--- config.mk ---
export PLATFORM = sky130hd
export DESIGN_NAME = regfile_port_arbiter
export DESIGN_NICKNAME = d
export VERILOG_FILES = /design/src/rtl/regfile_port_arbiter.sv
export SDC_FILE = /design/constraint.sdc
export NUM_CORES = 1
export LEC_CHECK = 0
export CAP_MARGIN = 10
export CORE_UTILIZATION = 35
export DETAILED_ROUTE_END_ITERATION = 10
export PLACE_DENSITY = 0.87
export SLEW_MARGIN = 10
export SYNTH_ARGS = -nofsm -noshare
export SYNTH_HDL_FRONTEND = slang
export SYNTH_SLANG_ARGS = --single-unit
--- constraint.sdc ---
create_clock -name clk -period 2.16 [get_ports clk]
set_input_delay 0.432 -clock clk [delete_from_list [all_inputs] [get_ports clk]]
set_output_delay 0.432 -clock clk [all_outputs]
set_load 0.05 [all_outputs]
--- src/rtl/regfile_port_arbiter.sv ---
// Round-robin arbiter sharing a single register-file access port between the
// core (requester 0) and a debug/loader agent (requester 1) that can lock the core out.
module regfile_port_arbiter #(
  parameter int DATA_W = 32,
  parameter int ADDR_W = 5
) (
  input  logic              clk,
  input  logic              reset,
  input  logic              r0_valid,
  input  logic              r0_we,
  input  logic [ADDR_W-1:0] r0_addr,
  input  logic [DATA_W-1:0] r0_wdata,
  output logic              r0_ready,
  output logic              r0_rvalid,
  output logic [DATA_W-1:0] r0_rdata,
  input  logic              r1_valid,
  input  logic              r1_we,
  input  logic [ADDR_W-1:0] r1_addr,
  input  logic [DATA_W-1:0] r1_wdata,
  output logic              r1_ready,
  output logic              r1_rvalid,
  output logic [DATA_W-1:0] r1_rdata,
  input  logic              r1_lock,
  output logic [ADDR_W-1:0] rf_addr,
  output logic              rf_we,
  output logic [DATA_W-1:0] rf_wdata,
  input  logic [DATA_W-1:0] rf_rdata
);

  logic              prio_q, prio_d;
  logic              r0_rvalid_q, r0_rvalid_d;
  logic              r1_rvalid_q, r1_rvalid_d;
  logic [DATA_W-1:0] r0_rdata_q, r0_rdata_d;
  logic [DATA_W-1:0] r1_rdata_q, r1_rdata_d;

  logic e0, e1, grant0, grant1;

  // Grants are gated by reset so nothing transfers while the block is held in reset.
  always_comb begin
    e0     = r0_valid & ~r1_lock;
    e1     = r1_valid;
    grant0 = reset & e0 & (~e1 | ~prio_q);
    grant1 = reset & e1 & (~e0 | prio_q);
  end

  always_comb begin
    rf_addr  = grant1 ? r1_addr  : r0_addr;
    rf_wdata = grant1 ? r1_wdata : r0_wdata;
    rf_we    = (grant0 & r0_we & (|r0_addr)) | (grant1 & r1_we & (|r1_addr));
  end

  always_comb begin
    prio_d      = prio_q;
    r0_rvalid_d = grant0 & ~r0_we;
    r1_rvalid_d = grant1 & ~r1_we;
    r0_rdata_d  = r0_rdata_q;
    r1_rdata_d  = r1_rdata_q;
    if (grant0) prio_d = 1'b1;
    if (grant1) prio_d = 1'b0;
    if (r0_rvalid_d) r0_rdata_d = rf_rdata;
    if (r1_rvalid_d) r1_rdata_d = rf_rdata;
  end

  always_ff @(posedge clk) begin
    if (!reset) begin
      prio_q      <= 1'b0;
      r0_rvalid_q <= 1'b0;
      r1_rvalid_q <= 1'b0;
      r0_rdata_q  <= '0;
      r1_rdata_q  <= '0;
    end else begin
      prio_q      <= prio_d;
      r0_rvalid_q <= r0_rvalid_d;
      r1_rvalid_q <= r1_rvalid_d;
      r0_rdata_q  <= r0_rdata_d;
      r1_rdata_q  <= r1_rdata_d;
    end
  end

  assign r0_ready  = grant0;
  assign r1_ready  = grant1;
  assign r0_rvalid = r0_rvalid_q;
  assign r1_rvalid = r1_rvalid_q;
  assign r0_rdata  = r0_rdata_q;
  assign r1_rdata  = r1_rdata_q;

endmodule

==> summary.txt, run 1 <==
Global routing
  • Initial antenna violation count: 0
  • Vias in the first global route: 3074
  • First-pass GRT wire length: 14.8 mm
  • Largest net degree at the start of global routing: 70
  • GRT Util Overall: 21.2%
  • Total grt overflow: 0

Layout
  • Nets: 639
  • Synth-to-Final Area Change: 89.1%
  • Sequential cell area: 1340 sq um
  • Highest-count cells in the layout ignoring fill and taps: clkdlybuf4s50_1 (167), nand2_1 (97), dfxtp_1 (66), mux2i_1 (64), mux2_4 (25)
  • Fillers: 612
  • Area of the multi-input gates: 1650 sq um
  • Final Non-Filler Cells: 634
  • N_diodes: 0
  • Fraction of final layout cells sized beyond drive strength 1: 21.7%
  • Commonest non-fill, non-tap cell in the layout: clkdlybuf4s50_1

Min path
  • Min-Delay Path Class: flop to flop

Power and ir drop
  • Pwr dens: 547 nW/um^2
  • Power consumption: 3140 uW
  • Pleak: 0.00245 uW
  • Maximum VDD drop: 0.241 mV

Floorplanning
  • Die extent in x: 95.2 um
  • DIE HEIGHT: 95.2 um
  • Core area: 8300 sq um
  • Starting density of the core: 36.7%
  • Die ar.: 9070 sq um
  • Row cnt: 33
  • I/O pin total: 219

Logic synthesis
  • Top cell type's share of synthesized area: 44.1%
  • Cell variety after synth: 21
  • Number of synthesized register bits: 67
  • Post-Synthesis Cell Area: 3040 sq um
  • Seq/Total Area, Yosys: 44.1%
  • Syn_area_per_cell: 10.0 sq um
  • Yosys warns: 0
  • Post-Syn Instances: 303
  • Top post-synthesis cells by area: dfxtp_1 (44%), mux2i_1 (21%), nand2_1 (12%)
  • Synth area leader: dfxtp_1
  • Synth Net Count: 416

Timing
  • Final setup vio count: 4
  • Final Cycle Share: 100%
  • Final min period: 2.17 ns
  • Setup TNS: -0.0159 ns
  • Fmax achieved: 0.461 GHz
  • Fin Clk Skew: 0.00633 ns
  • Slew @ Worst Pin: 0.643 ns
  • Final hold violation count: 0
  • Worst setup margin: -0.00955 ns
  • Slew Viols, Final: 0
  • Rel. slew slack: 57.1%
  • RSZ-0062 raised after global routing: yes

Worst setup path
  • Crit end category: output pin
  • CP required: 1.73 ns
  • Critical path peak fanout: 7
  • Setup CP Type: input port to output pin
  • Critical Path Start Type: input port
  • Crit path arrival time: 1.74 ns

Placement
  • Inst Count DP: 616
  • Post-DP HPWL: 7.34 mm
  • RePlAce Congestion: 0.763
  • Port Buffers: 218
  • Pre-CTS worst setup slack: -0.282 ns

Clock network
  • Clk Tree Root Cell: clkbuf_8
  • Hold buffer count at cts: 0
  • H-tree depth: 3
  • CTS Sinks: 67
  • Clock-pin slew of the registers on the worst-case setup and hold paths: 0.06 ns
  • CTS tree: built
  • Number of CTS-inserted buffers: 9
  • Worst-Skew Late Latency: 0.32 ns
  • Clock tree buffer depth: 2

Route
  • Vias/cell: 4.70
  • Top sig layer: met4
  • WL per Instance: 15.8 um
  • Metal-1 WL: 3.94 mm
  • Final wirelength: 10.0 mm
  • Initial DRT Pass Iterations: 4
  • WL met3: 637 um
  • Met2 wire len: 5.28 mm
  • Drt drc: 0
  • Via Count: 2977
  • Post-DRT Antenna Nets: 0
  • DR iter-0 viols: 55

Run status
  • Outcome: finished, violations left
  • Failing checks: negative setup slack

Flow run
  • Max_cap viols: 0
-- metal layers --
metal | vias up | GRT usage, %
li1 | 1453 | -
met1 | 1384 | 24.0
met2 | 126 | 37.8
met3 | 14 | 5.90
met4 | 0 | 7.83
met5 | - | 0
-- final cells by class --
cell class / count / share of cell area [%]
inverters: 2 / 0.131
clock inverters: 3 / 0.305
well taps: 105 / 2.28
clock buffers: 11 / 2.28
multi-input cells: 212 / 28.7
repair buffers: 234 / 42.9
flip-flops and latches: 67 / 23.3
-- through the flow --
step	util [%]	hold slack [ns]	instance area, sq um
floorplan	-	0.594	3050
global placement	64.0	0.442	5310
detailed placement	64.0	0.449	5310
CTS	68.4	0.461	5680
global route	69.3	0.474	5750
finish	69.3	0.458	5750
-- registers in the layout, indices dropped and copies added, names as in the netlist --
signal,flops
r1_rvalid,1
r0_rdata,32
prio_q,1
r1_rdata,32
r0_rvalid,1
-- final timing paths --
path	slack, ns	start	end	depth (start not counted)
hold / removal	0.46	r0_rdata[28]	r0_rdata[28]	2
setup reg to reg	0.84	prio_q	r1_rdata[5]	5
setup / recovery	-0.01	r1_lock	rf_wdata[0]	7
hold reg to reg	0.46	r0_rdata[28]	r0_rdata[28]	2
-- power breakdown --
group          switching [uW]  leakage, uW  internal (uW)
registers                17.3     0.000543           1270
clock network             423    0.0000750            400
logic                     542      0.00183            493
total                     982      0.00245           2160
-- Yosys cell counts --
cell type / instances
buf_1: 2
buf_2: 8
buf_4: 3
buf_6: 2
clkbuf_1: 7
dfxtp_1: 67
inv_1: 2
mux2_2: 27
mux2_4: 10
mux2i_1: 64
nand2_1: 98
nand3_1: 1
nand4b_1: 1
nor2_2: 1
nor2b_1: 2
nor3_4: 1
nor3b_4: 1
o21a_1: 2
o21ai_0: 1
o2bb2ai_1: 1
or4_1: 2
-- kinds of logic (layout without fill, tap and decap cells) --
family	after synthesis	after routing	synth area share [%]
buffers and inverters	24	250	4.15
DFF	67	67	44.1
and+or+nand+nor	107	107	14.8
muxes	101	101	36.0
AOI/OAI and AO/OA	4	4	0.946
-- critical path, cell delays in order --
cell,delay (ns)
clkdlybuf4s15_2,0.21
nor3b_4,0.25
nor2_4,0.09
buf_12,0.14
buf_16,0.14
mux2_4,0.32
buf_8,0.15
-- repair_timing --
item,4_1_cts,5_1_grt
pin swaps,7,2
gates resized for setup,53,28
buffers inserted,3,0
setup endpoints to repair,38,38
gates cloned,2,0
(Power assumes the default switching activity.)
==> run 2, diff against run 1 <==
==> constraint.sdc (replaced) <==
create_clock -name clk -period 2.16 [get_ports clk]
set_input_delay 0.432 -clock clk [delete_from_list [all_inputs] [get_ports clk]]
set_output_delay 0.432 -clock clk [all_outputs]
set_load 0.1 [all_outputs]
==> run 2 against run 1 <==
  * The run still ends with negative setup slack left
  * Via count rose by 5.6%
  * Register-to-register slack got worse by 0.30 ns
  * Flip-flop and latch count did not move
  * Power rose by 24%
  * Non-clock buffer count rose by 7
  * Sequential power barely moved
  * Critical endpoint is now rf_wdata[25]
  * Global-route usage rose by 3.8 points
  * Combinational power rose by 51%
  * Maximum frequency fell by 3.5%
==> summary.txt, run 2 (synthesized netlist as in run 1, its figures left out) <==
Worst setup path
  • Critical path peak fanout: 5 (was 7)
  • Critical Path Start Type: input port (unchanged)
  • Crit end category: output pin (unchanged)
  • Origin of the critical flop-to-flop path: prio_q (unchanged)
  • Setup CP Type: input port to output pin (unchanged)
  • Critical path startpoint: r0_valid (was r1_lock)
  • Crit path arrival time: 1.82 ns (was 1.74 ns)
  • CP required: 1.73 ns (about the same)

Clock network
  • CTS tree: built (unchanged)
  • H-tree depth: 3 (unchanged)
  • Hold buffer count at cts: 0 (unchanged)
  • Clock tree buffer depth: 2 (unchanged)
  • Number of CTS-inserted buffers: 9 (unchanged)
  • CTS Sinks: 67 (unchanged)
  • Clk Tree Root Cell: clkbuf_8 (unchanged)
  • Clock-pin slew of the registers on the worst-case setup and hold paths: 0.08 ns (was 0.06 ns)
  • Worst-Skew Late Latency: 0.34 ns (was 0.32 ns)

Route
  • Initial DRT Pass Iterations: 5 (was 4)
  • Final wirelength: 11.8 mm (was 10.0 mm)
  • Post-DRT Antenna Nets: 0 (unchanged)
  • Via Count: 3144 (was 2977)
  • Vias/cell: 4.88 (was 4.70)
  • Drt drc: 0 (unchanged)
  • DR iter-0 viols: 55 (unchanged)
  • WL per Instance: 18.3 um (was 15.8 um)

Global routing
  • Vias in the first global route: 3250 (was 3074)
  • M3 GR Usage: 7.50% (was 5.90%)
  • GRT Util Overall: 25.1% (was 21.2%)
  • Met1 usage: 24.4% (was 24.0%)
  • Met2 global-route usage: 45.5% (was 37.8%)
  • Total grt overflow: 0 (unchanged)
  • Initial antenna violation count: 1 (was 0)
  • GR peak layer: met2 (unchanged)
  • Largest net degree at the start of global routing: 65 (was 70)
  • First-pass GRT wire length: 16.6 mm (was 14.8 mm)

Flow run
  • Max_cap viols: 0 (unchanged)

Run status
  • Outcome: finished, violations left (unchanged)
  • Failing checks: negative setup slack (unchanged)

Floorplanning
  • Starting density of the core: 36.7% (unchanged)
  • Row cnt: 33 (unchanged)
  • Die extent in x: 95.2 um (unchanged)
  • Core area: 8300 sq um (unchanged)
  • I/O pin total: 219 (unchanged)
  • Die ar.: 9070 sq um (unchanged)
  • DIE HEIGHT: 95.2 um (unchanged)

Power and ir drop
  • Maximum VDD drop: 0.316 mV (was 0.241 mV)
  • Pleak: 0.00283 uW (was 0.00245 uW)
  • Power consumption: 3900 uW (was 3140 uW)
  • Pwr dens: 635 nW/um^2 (was 547 nW/um^2)

Min path
  • Min-Delay Path Class: flop to flop (unchanged)
  • Min-delay src: r0_rdata[1] (was r0_rdata[28])

Layout
  • Design Area, Final: 6140 sq um (was 5750 sq um)
  • Commonest non-fill, non-tap cell in the layout: clkdlybuf4s50_1 (unchanged)
  • Final Non-Filler Cells: 644 (was 634)
  • Nets: 646 (was 639)
  • Synth-to-Final Area Change: 102% (was 89.1%)
  • Highest-count cells in the layout ignoring fill and taps: clkdlybuf4s50_1 (101), nand2_1 (97), buf_4 (75), dfxtp_1 (66), mux2i_1 (64) (was clkdlybuf4s50_1 (167), nand2_1 (97), dfxtp_1 (66), mux2i_1 (64), mux2_4 (25))
  • Fraction of final layout cells sized beyond drive strength 1: 35.7% (was 21.7%)

Timing
  • Slew @ Worst Pin: 0.588 ns (was 0.643 ns)
  • Fin Clk Skew: 0.0150 ns (was 0.00633 ns)
  • Worst setup margin: -0.0893 ns (was -0.00955 ns)
  • RSZ-0062 raised after global routing: yes (unchanged)
  • Rel. slew slack: 60.8% (was 57.1%)
  • Fmax achieved: 0.445 GHz (was 0.461 GHz)
  • Final min period: 2.25 ns (was 2.17 ns)
  • Final setup vio count: 38 (was 4)
  • Final hold violation count: 0 (unchanged)
  • Final Cycle Share: 104% (was 100%)
  • Slew Viols, Final: 0 (unchanged)

Placement
  • Post-DP HPWL: 8.90 mm (was 7.34 mm)
  • RePlAce Congestion: 0.832 (was 0.763)
  • Port Buffers: 218 (unchanged)
  • Inst Count DP: 615 (was 616)
  • DP Area: 5620 sq um (was 5310 sq um)
run 2: worst max-delay path, stage by stage:
cell           delay, ns
dlygate4sd2_1       0.25
nor3b_4             0.16
nor2_4              0.15
buf_6               0.17
clkbuf_16           0.15
mux2_4              0.32
buf_12              0.17
run 2: final timing paths:
path	depth (start not counted)	slack, ns	to
worst max-delay path	7	-0.09	rf_wdata[25]
worst min-delay path	2	0.46	r0_rdata[1]
worst max register to register	7	0.54	r1_rdata[28]
worst min register to register	2	0.46	r0_rdata[1]
run 2: per-layer routing:
layer,share of wire (%),up-vias
li1,-,1474
met1,35,1473
met3,7.2,33
met2,52,164
met4,5.3,0
met5,0,-
run 2: what timing repair did:
item,4_1_cts,5_1_grt
endpoints found under the setup margin,38,38
cloned,2,1
pin swaps,7,5
buffers inserted,10,3
gates resized for setup,34,26
run 2: cell type report:
cell class	count	area [sq um]
repair buffers	241	2730
fillers	529	2160
multi-input cells	212	1720
flip-flops and latches	67	1340
clock buffers	10	138
well taps	105	131
clock inverters	6	65.1
inverters	2	7.51
diodes	1	2.50
run 2: report_power, final:
| part | internal (uW) | switching [uW] |
|---|---|---|
| clock | 564 | 489 |
| combinational | 615 | 941 |
| sequential | 1270 | 19.1 |
run 2: stage by stage:
stage | utilization [%] | hold slack (ns) | setup WS (ns) | setup TNS [ns]
5_1_grt | 74.0 | 0.484 | -0.131 | -3.99
6_report | 74.0 | 0.461 | -0.0893 | -2.24
3_3_place_gp | 67.8 | 0.444 | -0.240 | -8.40
2_1_floorplan | - | 0.594 | -0.0800 | -0.640
3_5_place_dp | 67.8 | 0.453 | -0.261 | -8.87
4_1_cts | 73.1 | 0.465 | -0.143 | -4.31
==> run 3, diff against run 2 <==
--- a/config.mk
+++ b/config.mk
@@ -9,7 +9,8 @@
 export CORE_UTILIZATION = 35
 export DETAILED_ROUTE_END_ITERATION = 10
 export PLACE_DENSITY = 0.87
-export SLEW_MARGIN = 10
+export REMOVE_ABC_BUFFERS = 1
+export SLEW_MARGIN = 0
 export SYNTH_ARGS = -nofsm -noshare
 export SYNTH_HDL_FRONTEND = slang
 export SYNTH_SLANG_ARGS = --single-unit
==> run 3 against run 2 <==
  * The flow still finishes with violations (negative setup slack)
  * Worst hold slack worse by 0.0010 ns
  * Critical path depth stayed put
  * Via count is 3.2% higher
  * Clock skew is 0.010 ns lower
  * First-iteration DRC count is 62% higher
  * Largest cell class unchanged
  * Critical path type unchanged
==> summary.txt, run 3 (synthesized netlist as in run 1, its figures left out) <==
Run status
  • Outcome: finished, violations left (unchanged)
  • Failing checks: negative setup slack (unchanged)

Clock network
  • H-tree depth: 3 (unchanged)
  • Clk Tree Root Cell: clkbuf_8 (unchanged)
  • Clock tree buffer depth: 2 (unchanged)
  • Worst-Skew Late Latency: 0.33 ns (was 0.34 ns)
  • CTS tree: built (unchanged)
  • Clock-pin slew of the registers on the worst-case setup and hold paths: 0.07 ns (was 0.08 ns)
  • CTS Sinks: 67 (unchanged)
  • Number of CTS-inserted buffers: 9 (unchanged)

Flow run
  • Max_cap viols: 0 (unchanged)

Timing
  • Slew @ Worst Pin: 0.484 ns (was 0.588 ns)
  • Final Cycle Share: 107% (was 104%)
  • Final setup vio count: 38 (unchanged)
  • Rel. slew slack: 67.7% (was 60.8%)
  • Setup TNS: -4.12 ns (was -2.24 ns)
  • Fin Clk Skew: 0.00468 ns (was 0.0150 ns)
  • Final min period: 2.30 ns (was 2.25 ns)
  • Fmax achieved: 0.434 GHz (was 0.445 GHz)
  • Slew Viols, Final: 0 (unchanged)
  • Final hold violation count: 0 (unchanged)
  • RSZ-0062 raised after global routing: yes (unchanged)
  • Worst setup margin: -0.142 ns (was -0.0893 ns)
  • Worst hold slack: 0.460 ns (was 0.461 ns)

Power and ir drop
  • P_sw: 1450 uW (about the same)
  • Internal power: 2590 uW (was 2450 uW)
  • Pwr dens: 662 nW/um^2 (was 635 nW/um^2)
  • Sequential power share: 31.9% (was 33.1%)
  • Pleak: 0.00281 uW (was 0.00283 uW)
  • Clock Power Share: 29.8% (was 27.0%)
  • Maximum VDD drop: 0.374 mV (was 0.316 mV)
  • Switch share: 35.9% (was 37.2%)
  • Combinational group share of total power: 38.3% (was 39.9%)

Worst setup path
  • Origin of the critical flop-to-flop path: prio_q (unchanged)
  • CP required: 1.73 ns (about the same)
  • Crit path arrival time: 1.87 ns (was 1.82 ns)
  • Critical path peak fanout: 7 (was 5)
  • Critical Path Start Type: input port (unchanged)
  • Worst r2r dst: r1_rdata[27] (was r1_rdata[28])
  • Crit end category: output pin (unchanged)
  • Setup CP Type: input port to output pin (unchanged)
  • Critical path startpoint: r1_lock (was r0_valid)
  • Reg2Reg Depth: 6 (was 7)
  • Crit path capture: rf_wdata[27] (was rf_wdata[25])
  • Worst R2R Setup Slack: 0.60 ns (was 0.54 ns)

Global routing
  • GRT Util Overall: 26.0% (was 25.1%)
  • Total grt overflow: 0 (unchanged)
  • Initial antenna violation count: 0 (was 1)
  • First-pass GRT wire length: 17.1 mm (was 16.6 mm)
  • Vias in the first global route: 3400 (was 3250)
  • Largest net degree at the start of global routing: 52 (was 65)

Placement
  • Post-DP HPWL: 9.08 mm (was 8.90 mm)
  • DP Area: 5620 sq um (about the same)
  • Port Buffers: 218 (unchanged)
  • RePlAce Congestion: 0.804 (was 0.832)

Floorplanning
  • I/O pin total: 219 (unchanged)
  • Starting density of the core: 36.7% (unchanged)
  • Row cnt: 33 (unchanged)
  • DIE HEIGHT: 95.2 um (unchanged)
  • Die extent in x: 95.2 um (unchanged)
  • Die ar.: 9070 sq um (unchanged)
  • Core area: 8300 sq um (unchanged)

Route
  • Post-DRT Antenna Nets: 0 (unchanged)
  • Initial DRT Pass Iterations: 4 (was 5)
  • Drt drc: 0 (unchanged)
  • DR iter-0 viols: 89 (was 55)
  • Via Count: 3245 (was 3144)
  • Final wirelength: 12.8 mm (was 11.8 mm)
  • WL per Instance: 19.8 um (was 18.3 um)
  • Vias/cell: 5.02 (was 4.88)

Layout
  • Commonest non-fill, non-tap cell in the layout: clkdlybuf4s50_1 (unchanged)
  • Fraction of final layout cells sized beyond drive strength 1: 35.9% (was 35.7%)
  • Nets: 649 (was 646)
  • Fillers: 529 (unchanged)
  • Synth-to-Final Area Change: 100% (was 102%)
  • N_diodes: 0 (was 1)
  • Design Area, Final: 6090 sq um (was 6140 sq um)
  • Highest-count cells in the layout ignoring fill and taps: clkdlybuf4s50_1 (101), nand2_1 (97), buf_4 (83), dfxtp_1 (66), mux2i_1 (64) (was clkdlybuf4s50_1 (101), nand2_1 (97), buf_4 (75), dfxtp_1 (66), mux2i_1 (64))

Min path
  • Min-Delay Path Class: flop to flop (unchanged)
-- run 3: changes by cell type in the layout (fill, tap and decap cells not counted), moves of 2 or more --
cell,change
buf_4,+8
mux2_2,+8
mux2_4,-8
buf_12,-7
buf_16,+2
clkinv_2,-2
-- run 3: final cells by class --
type	instances	area, sq um	area share, %
Timing Repair Buffer	244	2710	44.4
Clock buffer	11	151	2.48
Inverter	2	7.51	0.123
Sequential cell	67	1350	22.1
Multi-Input combinational cell	212	1670	27.3
Clock inverter	5	85.1	1.40
Tap cell	105	131	2.16
-- run 3: per-layer routing --
layer  track usage, %  part of all wire, %
met5                0                    0
met4             15.2                  6.7
met3             8.21                  7.9
met2             50.2                   52
met1             23.3                   33
-- run 3: what timing repair did --
action                     in CTS  in global routing
hold buffers                    0                  0
gates resized for setup        30                 15
setup endpoints to repair      39                 39
setup buffers                   5                  1
gates cloned                    3                  1
pin swaps                       6                  2
-- run 3: worst min path at each step --
stage	start	end	slack, ns	cells past startpoint
5_1_grt	r0_rdata[25]	r0_rdata[25]	0.48	2
3_5_place_dp	r1_rdata[0]	r1_rdata[0]	0.45	2
4_1_cts	r1_rdata[0]	r1_rdata[0]	0.46	2
6_report	r1_rdata[0]	r1_rdata[0]	0.46	2
2_1_floorplan	reset	prio_q	0.55	1
3_3_place_gp	r1_rdata[11]	r1_rdata[11]	0.44	2
-- run 3: worst max-delay path, cell delays in order --
cell	delay, ns
clkdlybuf4s15_1	0.23
nor3b_4	0.29
nor2_4	0.09
buf_12	0.15
clkbuf_16	0.16
mux2_4	0.32
buf_12	0.17
-- run 3: power by group through the flow --
stage | Sequential [uW] | Combinational, uW | Clock, uW
2_1_floorplan | 1550 | 613 | 0
3_3_place_gp | 1310 | 1450 | 0
3_5_place_dp | 1320 | 1470 | 0
4_1_cts | 1290 | 1510 | 1220
5_1_grt | 1290 | 1580 | 1280
6_report | 1290 | 1540 | 1200
-- run 3: through the flow --
stage / power (uW) / std cells / util, % / setup slack, ns
after CTS: 4020 / 645 / 72.5 / -0.0582
after global placement: 2770 / 621 / 67.8 / -0.205
after floorplan: 2160 / 281 / - / -1.71
after global routing: 4150 / 646 / 73.4 / -0.182
final: 4030 / 646 / 73.4 / -0.142
after detailed placement: 2790 / 621 / 67.8 / -0.291
